## config.mk

```make
export PLATFORM = sky130hd
export DESIGN_NAME = fp_adder_32bit
export DESIGN_NICKNAME = d
export VERILOG_FILES = /design/src/rtl/fp_adder_32bit.sv
export SDC_FILE = /design/constraint.sdc
export NUM_CORES = 1
export LEC_CHECK = 0
export ABC_AREA = 0
export ABC_CLOCK_PERIOD_IN_PS = 8400
export CAP_MARGIN = 20
export CORE_ASPECT_RATIO = 1.75
export CORE_MARGIN = 2
export CORE_UTILIZATION = 51
export CTS_CLUSTER_DIAMETER = 50
export DETAILED_ROUTE_END_ITERATION = 6
export PLACE_DENSITY = 0.7
export SLEW_MARGIN = 10
export SYNTH_ARGS = -nofsm -noshare
export SYNTH_HDL_FRONTEND = slang
export SYNTH_SLANG_ARGS = --single-unit
```

## constraint.sdc

```tcl
create_clock -name clk -period 8.4 [get_ports clk]
set_input_delay 0.84 -clock clk [delete_from_list [all_inputs] [get_ports clk]]
set_output_delay 0.84 -clock clk [all_outputs]
set_load 0.01 [all_outputs]
```

## src/rtl/fp_adder_32bit.sv

```systemverilog
// fp_adder_32bit: binary32 adder, round to nearest even. The result appears two edges after the operands are sampled.
// FP_ADDER_SUBNORMAL_EN selects gradual underflow; when it is undefined, subnormal inputs and results flush to zero.
module fp_adder_32bit (
    input  logic        clk,
    input  logic        rst,
    input  logic [31:0] i_a,
    input  logic [31:0] i_b,
    input  logic        i_vld,
    output logic [31:0] o_res,
    output logic        o_res_vld,
    output logic        overflow
);
    localparam logic [31:0] QNAN = 32'h7FC0_0000;
    logic        v0, v1;
    logic [31:0] a_r, b_r;
    logic        sa, sb, nan_a, nan_b, inf_a, inf_b, swap, sub_w, spec_w;
    logic [7:0]  ea, eb, el, es, d;
    logic [23:0] ma, mb;
    logic [26:0] ms_full, ms_sh;
    logic [31:0] spec_val_w;
    logic        sub_r, sl_r, fs_r, spec_r;
    logic [7:0]  el_r;
    logic [26:0] ml_r, ms_r;
    logic [31:0] spec_val_r;
    logic [27:0] sum;
    logic [4:0]  lz, sh;
    logic [26:0] nm;
    logic [8:0]  e_adj, ef;
    logic [24:0] rm;
    logic        rnd, tiny, ovf_w;
    logic [31:0] res_w;
    always_comb begin
        sa = a_r[31];
        sb = b_r[31];
        nan_a = (&a_r[30:23]) & (|a_r[22:0]);
        nan_b = (&b_r[30:23]) & (|b_r[22:0]);
        inf_a = (&a_r[30:23]) & ~(|a_r[22:0]);
        inf_b = (&b_r[30:23]) & ~(|b_r[22:0]);
        ea = (a_r[30:23] == 8'd0) ? 8'd1 : a_r[30:23];
        eb = (b_r[30:23] == 8'd0) ? 8'd1 : b_r[30:23];
`ifdef FP_ADDER_SUBNORMAL_EN
        ma = {|a_r[30:23], a_r[22:0]};
        mb = {|b_r[30:23], b_r[22:0]};
`else
        ma = (|a_r[30:23]) ? {1'b1, a_r[22:0]} : 24'd0;
        mb = (|b_r[30:23]) ? {1'b1, b_r[22:0]} : 24'd0;
`endif
        swap = {eb, mb} > {ea, ma};
        el = swap ? eb : ea;
        es = swap ? ea : eb;
        d = el - es;
        ms_full = {swap ? ma : mb, 3'b000};
        ms_sh = ms_full >> d;
        sub_w = sa ^ sb;
        spec_w = nan_a | nan_b | inf_a | inf_b;
        spec_val_w = (nan_a | nan_b | (inf_a & inf_b & sub_w)) ? QNAN : {inf_a ? sa : sb, 8'hFF, 23'd0};
    end
    // Shifts past the 27-bit width collapse to zero, so everything shifted out lands in sticky.
    always_ff @(posedge clk) begin
        a_r <= i_a;
        b_r <= i_b;
        sub_r <= sub_w;
        sl_r <= swap ? sb : sa;
        fs_r <= sa & sb;
        spec_r <= spec_w;
        spec_val_r <= spec_val_w;
        el_r <= el;
        ml_r <= {swap ? mb : ma, 3'b000};
        ms_r <= {ms_sh[26:1], ms_sh[0] | (|(ms_full & ~(27'h7FF_FFFF << d)))};
    end
    always_comb begin
        sum = sub_r ? {1'b0, ml_r} - {1'b0, ms_r} : {1'b0, ml_r} + {1'b0, ms_r};
        lz = 5'd27;
        for (int i = 0; i < 27; i++) if (sum[i]) lz = 5'(26 - i);
`ifdef FP_ADDER_SUBNORMAL_EN
        tiny = 1'b0;
        sh = ({3'b000, lz} < el_r) ? lz : 5'(el_r - 8'd1);
`else
        tiny = ~sum[27] & ({3'b000, lz} >= el_r);
        sh = lz;
`endif
        nm = sum[27] ? {sum[27:2], |sum[1:0]} : sum[26:0] << sh;
        e_adj = sum[27] ? {1'b0, el_r} + 9'd1 : {1'b0, el_r} - {4'd0, sh};
        rnd = nm[2] & (nm[1] | nm[0] | nm[3]);
        rm = {1'b0, nm[26:3]} + {24'd0, rnd};
        // A leading bit below position 23 means a subnormal result with exponent field 0.
        ef = rm[24] ? e_adj + 9'd1 : (rm[23] ? e_adj : 9'd0);
        ovf_w = 1'b0;
        res_w = {sl_r, ef[7:0], rm[24] ? rm[23:1] : rm[22:0]};
        if (spec_r) res_w = spec_val_r;
        else if (sum == 28'd0) res_w = {~sub_r & sl_r, 31'd0};
        else if (tiny) res_w = {fs_r, 31'd0};
        else if (ef >= 9'd255) begin
            res_w = {sl_r, 8'hFF, 23'd0};
            ovf_w = 1'b1;
        end
    end
    always_ff @(posedge clk or posedge rst) begin
        if (rst) begin
            v0 <= 1'b0;
            v1 <= 1'b0;
            o_res_vld <= 1'b0;
            overflow <= 1'b0;
            o_res <= 32'd0;
        end else begin
            v0 <= i_vld;
            v1 <= v0;
            o_res_vld <= v1;
            overflow <= v1 & ovf_w;
            if (v1) o_res <= res_w;
        end
    end
endmodule

```

---- Yosys cells after proc, flatten, opt, wreduce, memory -nomap -nowiden ----
Index checks and enable logic that the tools add are counted.
W data, S select, Z words.
storage, ports and cells
  word-level logic and storage cells ...... 117
  flip-flop bits (word level) ............. 195
cells by class
  bitwise operators ....................... 25
  reduce and logical (&&, ||, !) cells .... 11
  muxes and demuxes ....................... 52
  add/subtract/negate cells ............... 7
  shift-type cells ........................ 3
  magnitude comparators ................... 3
operators by type and width
  operator                 count
  $mux W5                  26
  $mux W24                 4
  $mux W32                 3
  $mux W23                 2
  $reduce_or A23 Y1        2
  $gt A32 B32 Y1           1
  $mux W8                  4
  $mux W31                 1
  $add A27 B27 Y28         1
  $logic_not A28 Y1        1
  $mux W28                 1
  $sub A27 B27 Y28         1
  $and A27 B27 Y27         1
  $mux W27                 1
  $mux W9                  3
  $not A27 Y27             1
  $reduce_or A27 Y1        1
  $shl A27 B5 Y27          1
  $shl A27 B8 Y27 const A  1
  $shr A27 B8 Y27          1
  $add A24 B1 Y25          1
  $logic_not A8 Y1         2
  $reduce_and A8 Y1        2
  $reduce_or A8 Y1         2
  other kinds (12)         37

---- Logic depth before layout (Yosys ltp) ----
Gate-level depths: netlist of run 1.
  depth in word-level cells ............... 43
  depth in mapped cells ................... 33

---- Least setup slack after synthesis of run 1 ----
OpenSTA, ideal clock, no wires.
  path kind ............................... register -> register
  start ................................... reg ml_r[3]
  end ..................................... reg o_res[10]
  arrival time ............................ 6.434 ns
  path buffers ............................ 5
  slack ................................... 1.825 ns
  clock period less this slack ............ 6.575 ns
  stages on the path, launching flop included .. 32
  data required time ...................... 8.259 ns
  library setup time ...................... 0.141 ns
  path through ............................ dfxtp_1 > ha_1 > fa_1 > nor2b_1 > o311ai_2 > a211oi_1 > o311ai_1 > a311o_1 > a21oi_1 > or2_2 > clkbuf_1 > a221oi_4 > o21a_4 > inv_2 > buf_2 > buf_2 > ha_1 > a21o_1 > a21o_1 > a21o_1 > a21o_1 > o21bai_1 > xor2_1 > nand4_1 > xnor2_1 > nand3_1 > or4_1 > a22oi_1 > and3_1 > buf_2 > buf_2 > o32ai_1
on the way
  longest elaborated chain between the ends .. 39
  elaborated cells between the ends (all ways) .. 48
RTL lines
  element                                               RTL line  source
  from (decl)                                           23        logic [26:0] ml_r, ms_r;
  from (signal assigned)                                68        ml_r <= {swap ? mb : ma, 3'b000};
  $add A27 B27 Y28 or $sub A27 B27 Y28 (tied branches)  72        sum = sub_r ? {1'b0, ml_r} - {1'b0, ms_r} : {1'b0, ml_r} + {1'b0, ms_r};
  $mux W28 (*)                                          72
  $mux W5 (24 in a row)                                 74        for (int i = 0; i < 27; i++) if (sum[i]) lz = 5'(26 - i);
  $shl A27 B5 Y27                                       82        nm = sum[27] ? {sum[27:2], |sum[1:0]} : sum[26:0] << sh;
  $mux W27                                              82
  $or A1 B1 Y1 (2 in a row)                             84        rnd = nm[2] & (nm[1] | nm[0] | nm[3]);
  $and A1 B1 Y1                                         84
  $add A24 B1 Y25                                       85        rm = {1'b0, nm[26:3]} + {24'd0, rnd};
  $mux W9 (2 in a row)                                  87        ef = rm[24] ? e_adj + 9'd1 : (rm[23] ? e_adj : 9'd0);
  $ge A9 B8 Y1                                          93        else if (ef >= 9'd255) begin
  $mux W31                                              93
  $mux W32                                              92        else if (tiny) res_w = {fs_r, 31'd0};
  $mux W32 (*)                                          91        else if (sum == 28'd0) res_w = {~sub_r & sl_r, 31'd0};
  $mux W32 (*)                                          90        if (spec_r) res_w = spec_val_r;
  to (signal assigned)                                  110       if (v1) o_res <= res_w;
  to (decl)                                             9         output logic [31:0] o_res,
Every way passes the cells marked *; elsewhere a longest branch is shown, timed or not.
A chain may end at the register's enable or synchronous reset.

---- Worst setup path in the final report of run 1 ----
  start ................................... reg ml_r[3]
  end ..................................... reg o_res[3]
Same word-level chain as after synthesis.

==> results of run 1 <==
==> synthesized netlist by cell type (all sizes together) (30+ instances only) <==
| cell type | instances |
|---|---|
| buf | 41 |
| nor2 | 180 |
| clkbuf | 76 |
| a211oi | 38 |
| nand2 | 219 |
| a21oi | 129 |
| xnor2 | 35 |
| nand3 | 54 |
| dfrtp | 36 |
| dfxtp | 129 |
| nor3 | 69 |
| nand4 | 39 |
| ha | 91 |
| o21ai | 136 |
| mux2i | 47 |
| a21o | 34 |
| nor4 | 30 |
| inv | 112 |
==> critical path, cell delays in order, from the launching register on <==
cell,delay [ps]
dfxtp_1,320
ha_1,220
fa_1,400
nor2b_1,190
o311ai_2,320
a211oi_1,180
o311ai_1,660
nand3_1,210
a211o_1,340
a311o_1,340
a21boi_4,210
a21oi_2,530
inv_2,380
mux2i_1,290
a22o_1,270
nor4_1,590
buf_4,220
o221ai_1,140
and4bb_2,420
nand4_1,290
o311ai_2,420
a22oi_1,150
and3_1,230
buf_12,160
o41ai_1,390
==> area by class of cell <==
type / count / area (um2)
Multi-Input combinational cell: 1618 / 10900
Fill cell: 2808 / 12100
Clock inverter: 14 / 181
Clock buffer: 18 / 429
Timing Repair Buffer: 159 / 1460
Antenna cell: 1 / 2.50
Sequential cell: 165 / 3480
Tap cell: 382 / 478
Inverter: 112 / 420
==> path summary, 6_finish.rpt <==
check / from / end / cells past startpoint
worst min-delay path: v0 / v1 / 0
worst max-delay path: ml_r[3] / o_res[3] / 24
worst max register to register: ml_r[3] / o_res[3] / 24
min in group asynchronous: rst / o_res_vld / 2
worst min register to register: v0 / v1 / 0
max in group asynchronous: rst / o_res[7] / 3
==> where the power goes <==
group	internal [W]	switching, W
combinational	0.00103	0.00189
sequential	0.000905	0.0000801
clock	0.000428	0.000394
total	0.00237	0.00236
==> registers in the layout (all words and copies together), names as in the netlist <==
register,flops
el_r,8
v1,1
sl_r,1
spec_r,1
o_res,32
spec_val_r,2
ml_r,24
b_r,32
ms_r,27
fs_r,1
o_res_vld,1
sub_r,1
a_r,32
overflow,1
v0,1
==> layout by cell type (no fill, tap or decap), drive strengths merged, types with 14 or more instances in the layout <==
master,instances
a211oi,38
a21o,34
a21oi,129
a22oi,21
a31oi,27
and2,22
and3,17
buf,58
clkbuf,19
clkdlybuf4s50,100
dfrtp,36
dfxtp,129
ha,91
inv,119
mux2i,47
nand2,219
nand2b,29
nand3,54
nand4,39
nor2,180
nor2b,19
nor3,69
nor4,30
o211ai,26
o21a,26
o21ai,136
o22ai,24
o311ai,18
or2,14
or3,18
xnor2,35
xor2,23
==> stage by stage <==
step	worst slack, ps	cell area, um2	total power [W]	utilization [%]
finish	391	17300	0.00473	58.9
detailed placement	757	16700	0.00379	56.8
CTS	707	17300	0.00462	58.9
floorplan	1820	15200	0.00285	-
global route	132	17300	0.00496	58.9
global placement	887	16700	0.00379	56.8
==> routing by layer <==
metal / part of all wire, % / wire length (um) / GRT usage, %
met1: 32 / 19600 / 36.6
met3: 6.3 / 3860 / 8.67
met5: 0.021 / 13 / 0
met2: 50 / 31100 / 71.9
met4: 12 / 7120 / 38.4
==> logic make-up (layout without fill, tap and decap cells) <==
logic type | Yosys count | count (layout) | share of synthesized area [%]
xor gates and xnor gates | 58 | 58 | 3.49
buffers and inverters | 229 | 303 | 6.06
other | 0 | 1 | 0
DFF | 165 | 165 | 22.9
and+or+nand+nor | 758 | 758 | 24.8
muxes | 63 | 63 | 4.72
adders and majority gates | 93 | 93 | 7.75
AOI/OAI and AO/OA | 646 | 646 | 30.3
==> metrics.txt, run 1 <==
Max-slew headroom 19.5%; Top FF cell, synth dfxtp_1; hold_buf cts 0; Layout area overhead 13.8%; CTS resizes 0; largest cells by area after synthesis dfxtp_1, ha_1, dfrtp_1; YS warnings 0; clock root buffer clkbuf_16; Starting Density 51.7%; pins over their slew limit 0; CTS buffer count 17; Syn Area/Cell 7.56 um2; gr usage total 40.0%; Detailed Place HPWL 49.0 mm; CP startpoint kind register; die span in x 135 um; Min Hold Slack 361 ps; CORE AREA 0.0294 mm2; r2r setup slk 390 ps; Max Freq 125 MHz; Die H 232 um; skew final 9.29 ps; routed len/inst 25.0 um; post-synthesis cell count 2012; Mapped Nets 2172; port buffer count 100; cell row count 83; Post-route DRC 0; Seq/Total Area, Yosys 22.9%; Tcrit/Tclk final 95.3%; Setup crit end kind register; Min Clock Period, post-route 8010 ps; post-synth cell types 118; Worst Path Arrival 8360 ps; largest net degree at the start of global routing 56; cell area after synthesis 0.0152 mm2; class of the worst hold path register to register; PD cells 273 mW/mm2; worst-path fanout max 24; vias in the first global route 16413; Lkg Pwr 7.01 nW; Pre-Repair DR Iteration Count 6; Post-Place Cells 2435; Final Hold Fails 0; wirelength, routed 61.7 mm; nets 2233; fraction of layout instances using a drive strength above 1 9.06%; Longest Clk Path Bufs 2; Critical Path RT 8750 ps; fraction of registers with async set/reset 21.8%; Skew-Pair Late Insertion Delay 480 ps; Synth area leader dfxtp_1; initial antenna violation count 2; Routed Antenna Nets 0; final setup TNS 0 ps; CTS clk-pin slew, worst paths 80 ps; clk sinks 165; unrepaired setup endpoints after global routing false; Die ar. 0.0313 mm2; EDFF count, synth 0; global route overflow 0; first-pass GRT wire length 94.8 mm; non-filler cells, final 2469; worst ir drop on vdd 172 uV; H-tree depth 4; Max Cap Viol 0; share of the synthesized area in the top cell type 17.0%; Crit Path Class register to register; Setup Viol. Count Final 0; Worst-Margin Slew 1190 ps; I/O pin total 101; post-CTS setup buffer count 0; initial drt markers 1648; CTS tree yes; outcome completed; vias per cell 6.68; detailed-route via count 16481; register bit count reported by yosys 165; gpl congestion 1.14
(Power assumes the default switching activity.)
==> run 2: changes to the inputs <==
CORE_UTILIZATION = 30   (was 51)
PLACE_DENSITY = not set   (was 0.7)
==> run 2 against run 1 <==
Register-to-register slack improved by 170 ps. Critical path depth fell by 1. Sequential power rose by 1%. Hold slack better by 2.0 ps. Routed wire length is 3.1% higher. Clock skew is 4.8 ps higher. Design area grew 2.4%. Sequential cell count stayed put. Global-route usage is 16 points lower. Non-clock buffer count rose by 2. Largest cell class unchanged.
==> metrics.txt, run 2 (synthesis results as in run 1) <==
outcome completed; wirelength, routed 63.7 mm (+3.1%); non-filler cells, final 2754 (+12%); largest net degree at the start of global routing 56 (unchanged); Critical Path RT 8770 ps (+20 ps); Tcrit/Tclk final 93.4% (-2.0 points); cell chain of the critical path ha_1, fa_1, nor2b_1, o311ai_2, a211oi_1, o31ai_1, o31ai_1, xnor2_1, o21ai_0, o31ai_1, buf_4, o21a_4, inv_2, o2111ai_1, o211ai_1, a211oi_2, and4b_1, nand4_1, buf_4, o31a_1, or2_1, or3_1, o32ai_2; Crit Path Class register to register; worst-path fanout max 24 (unchanged); unrepaired setup endpoints after global routing false; CTS tree yes; Worst Path Arrival 8220 ps (-140 ps); CTS clk-pin slew, worst paths 80 ps (about the same); Top delay family on crit path compound AO/OA/AOI/OAI gates; Max-slew headroom 18.2% (-1.3 points); slowest stage delay, CP 690 ps (+30 ps); Die H 302 um (+30%); initial drt markers 1308 (-21%); Max Cap Viol 0 (unchanged); Setup Viol. Count Final 0 (unchanged); cell row count 109 (+31%); CORE AREA 0.0503 mm2 (+71%); global route overflow 0 (unchanged); Min Clock Period, post-route 7840 ps (-167 ps); CTS buffer count 17 (unchanged); final instance area 0.0177 mm2 (+2.4%); Longest Clk Path Bufs 2 (unchanged); most common cell after layout, fill and taps aside nand2_1; most frequent cells in the layout nand2_1, nor2_1, dfxtp_1; vias per cell 5.88 (-12%); I/O pin total 101 (unchanged); clock root buffer clkbuf_16; hold_buf cts 0 (unchanged); final setup TNS 0 ps (unchanged); vias in the first global route 16410 (-0.018%); CP most frequent cell o31ai_1; clk sinks 165 (unchanged); CP bufs+invs 3 (unchanged); class of the worst hold path register to register; final worst slack 558 ps (+167 ps); initial antenna violation count 2 (unchanged); diode count 0 (-1); worst ir drop on vdd 145 uV (-16%); Largest regs a_r x32, b_r x32, o_res x32; Detailed Place HPWL 51.6 mm (+5.2%); Post-Place Cells 2721 (+12%); skew final 14.1 ps (+4.80 ps); gr usage total 24.0% (-16 points); Lkg Pwr 7.04 nW (+0.44%); Max Freq 128 MHz (+2.1%); CP startpoint kind register; Starting Density 30.2% (-22 points); Final Hold Fails 0 (unchanged); fraction of layout instances using a drive strength above 1 9.20% (+0.13 points); Placed Area 0.0171 mm2 (+2.2%); detailed-route via count 16183 (-1.8%); routed len/inst 23.1 um (-7.5%); CTS resizes 0 (unchanged); PD cells 269 mW/mm2 (-1.7%); Worst-Margin Slew 1210 ps (+19.1 ps); setup slack after placement 727 ps (-30.2 ps); Routed Antenna Nets 0 (unchanged); nets 2235 (+0.090%); Skew-Pair Late Insertion Delay 480 ps (about the same); pins over their slew limit 0 (unchanged); Die ar. 0.0526 mm2 (+68%); gpl congestion 1.03 (-9.5%); Post-route DRC 0 (unchanged); die span in x 174 um (+29%); first-pass GRT wire length 96.3 mm (+1.7%); Slowest-stage cell, CP o2111ai_1; Layout area overhead 16.5%; Pre-Repair DR Iteration Count 5 (-1); H-tree depth 4 (unchanged); port buffer count 100 (unchanged); Setup crit end kind register; post-CTS setup buffer count 0 (unchanged)
==> run 2: worst paths after layout <==
check | startpoint | to | slack, ps | cells past startpoint
max in group asynchronous | rst | o_res[2] | 7290 | 3
worst max-delay path | ml_r[3] | o_res[16] | 560 | 23
worst min-delay path | v0 | v1 | 360 | 0
min in group asynchronous | rst | o_res[31] | 770 | 3
worst min register to register | v0 | v1 | 360 | 0
worst max register to register | ml_r[3] | o_res[16] | 560 | 23
==> run 2: area by class of cell <==
type,instances,area [um2]
clock buffer,17,425
clock inverter,15,209
fill,5284,32600
inverter,112,420
multi-input combinational,1618,10900
sequential,165,3480
tap,666,833
timing repair buffer,161,1490
==> run 2: metal layers <==
metal	GRT usage, %	vias to the layer above	routed length (um)
met5	0	-	0
met4	21.8	0	6450
met2	46.0	667	33700
met3	3.17	270	2310
met1	21.8	7632	21200
li1	-	7614	-
==> run 2: power breakdown <==
group	internal, W	switching [W]	leakage (nW)
sequential	0.000905	0.0000919	1.51
clock	0.000417	0.000441	0.306
combinational	0.00104	0.00186	5.21
==> run 2: stage by stage <==
step / util, % / total power, W / hold slack, ps
after floorplan: - / 0.00285 / 331
after global placement: 33.9 / 0.00382 / 334
after detailed placement: 33.9 / 0.00384 / 346
after CTS: 35.2 / 0.00470 / 366
after global routing: 35.2 / 0.00503 / 374
final: 35.2 / 0.00476 / 363
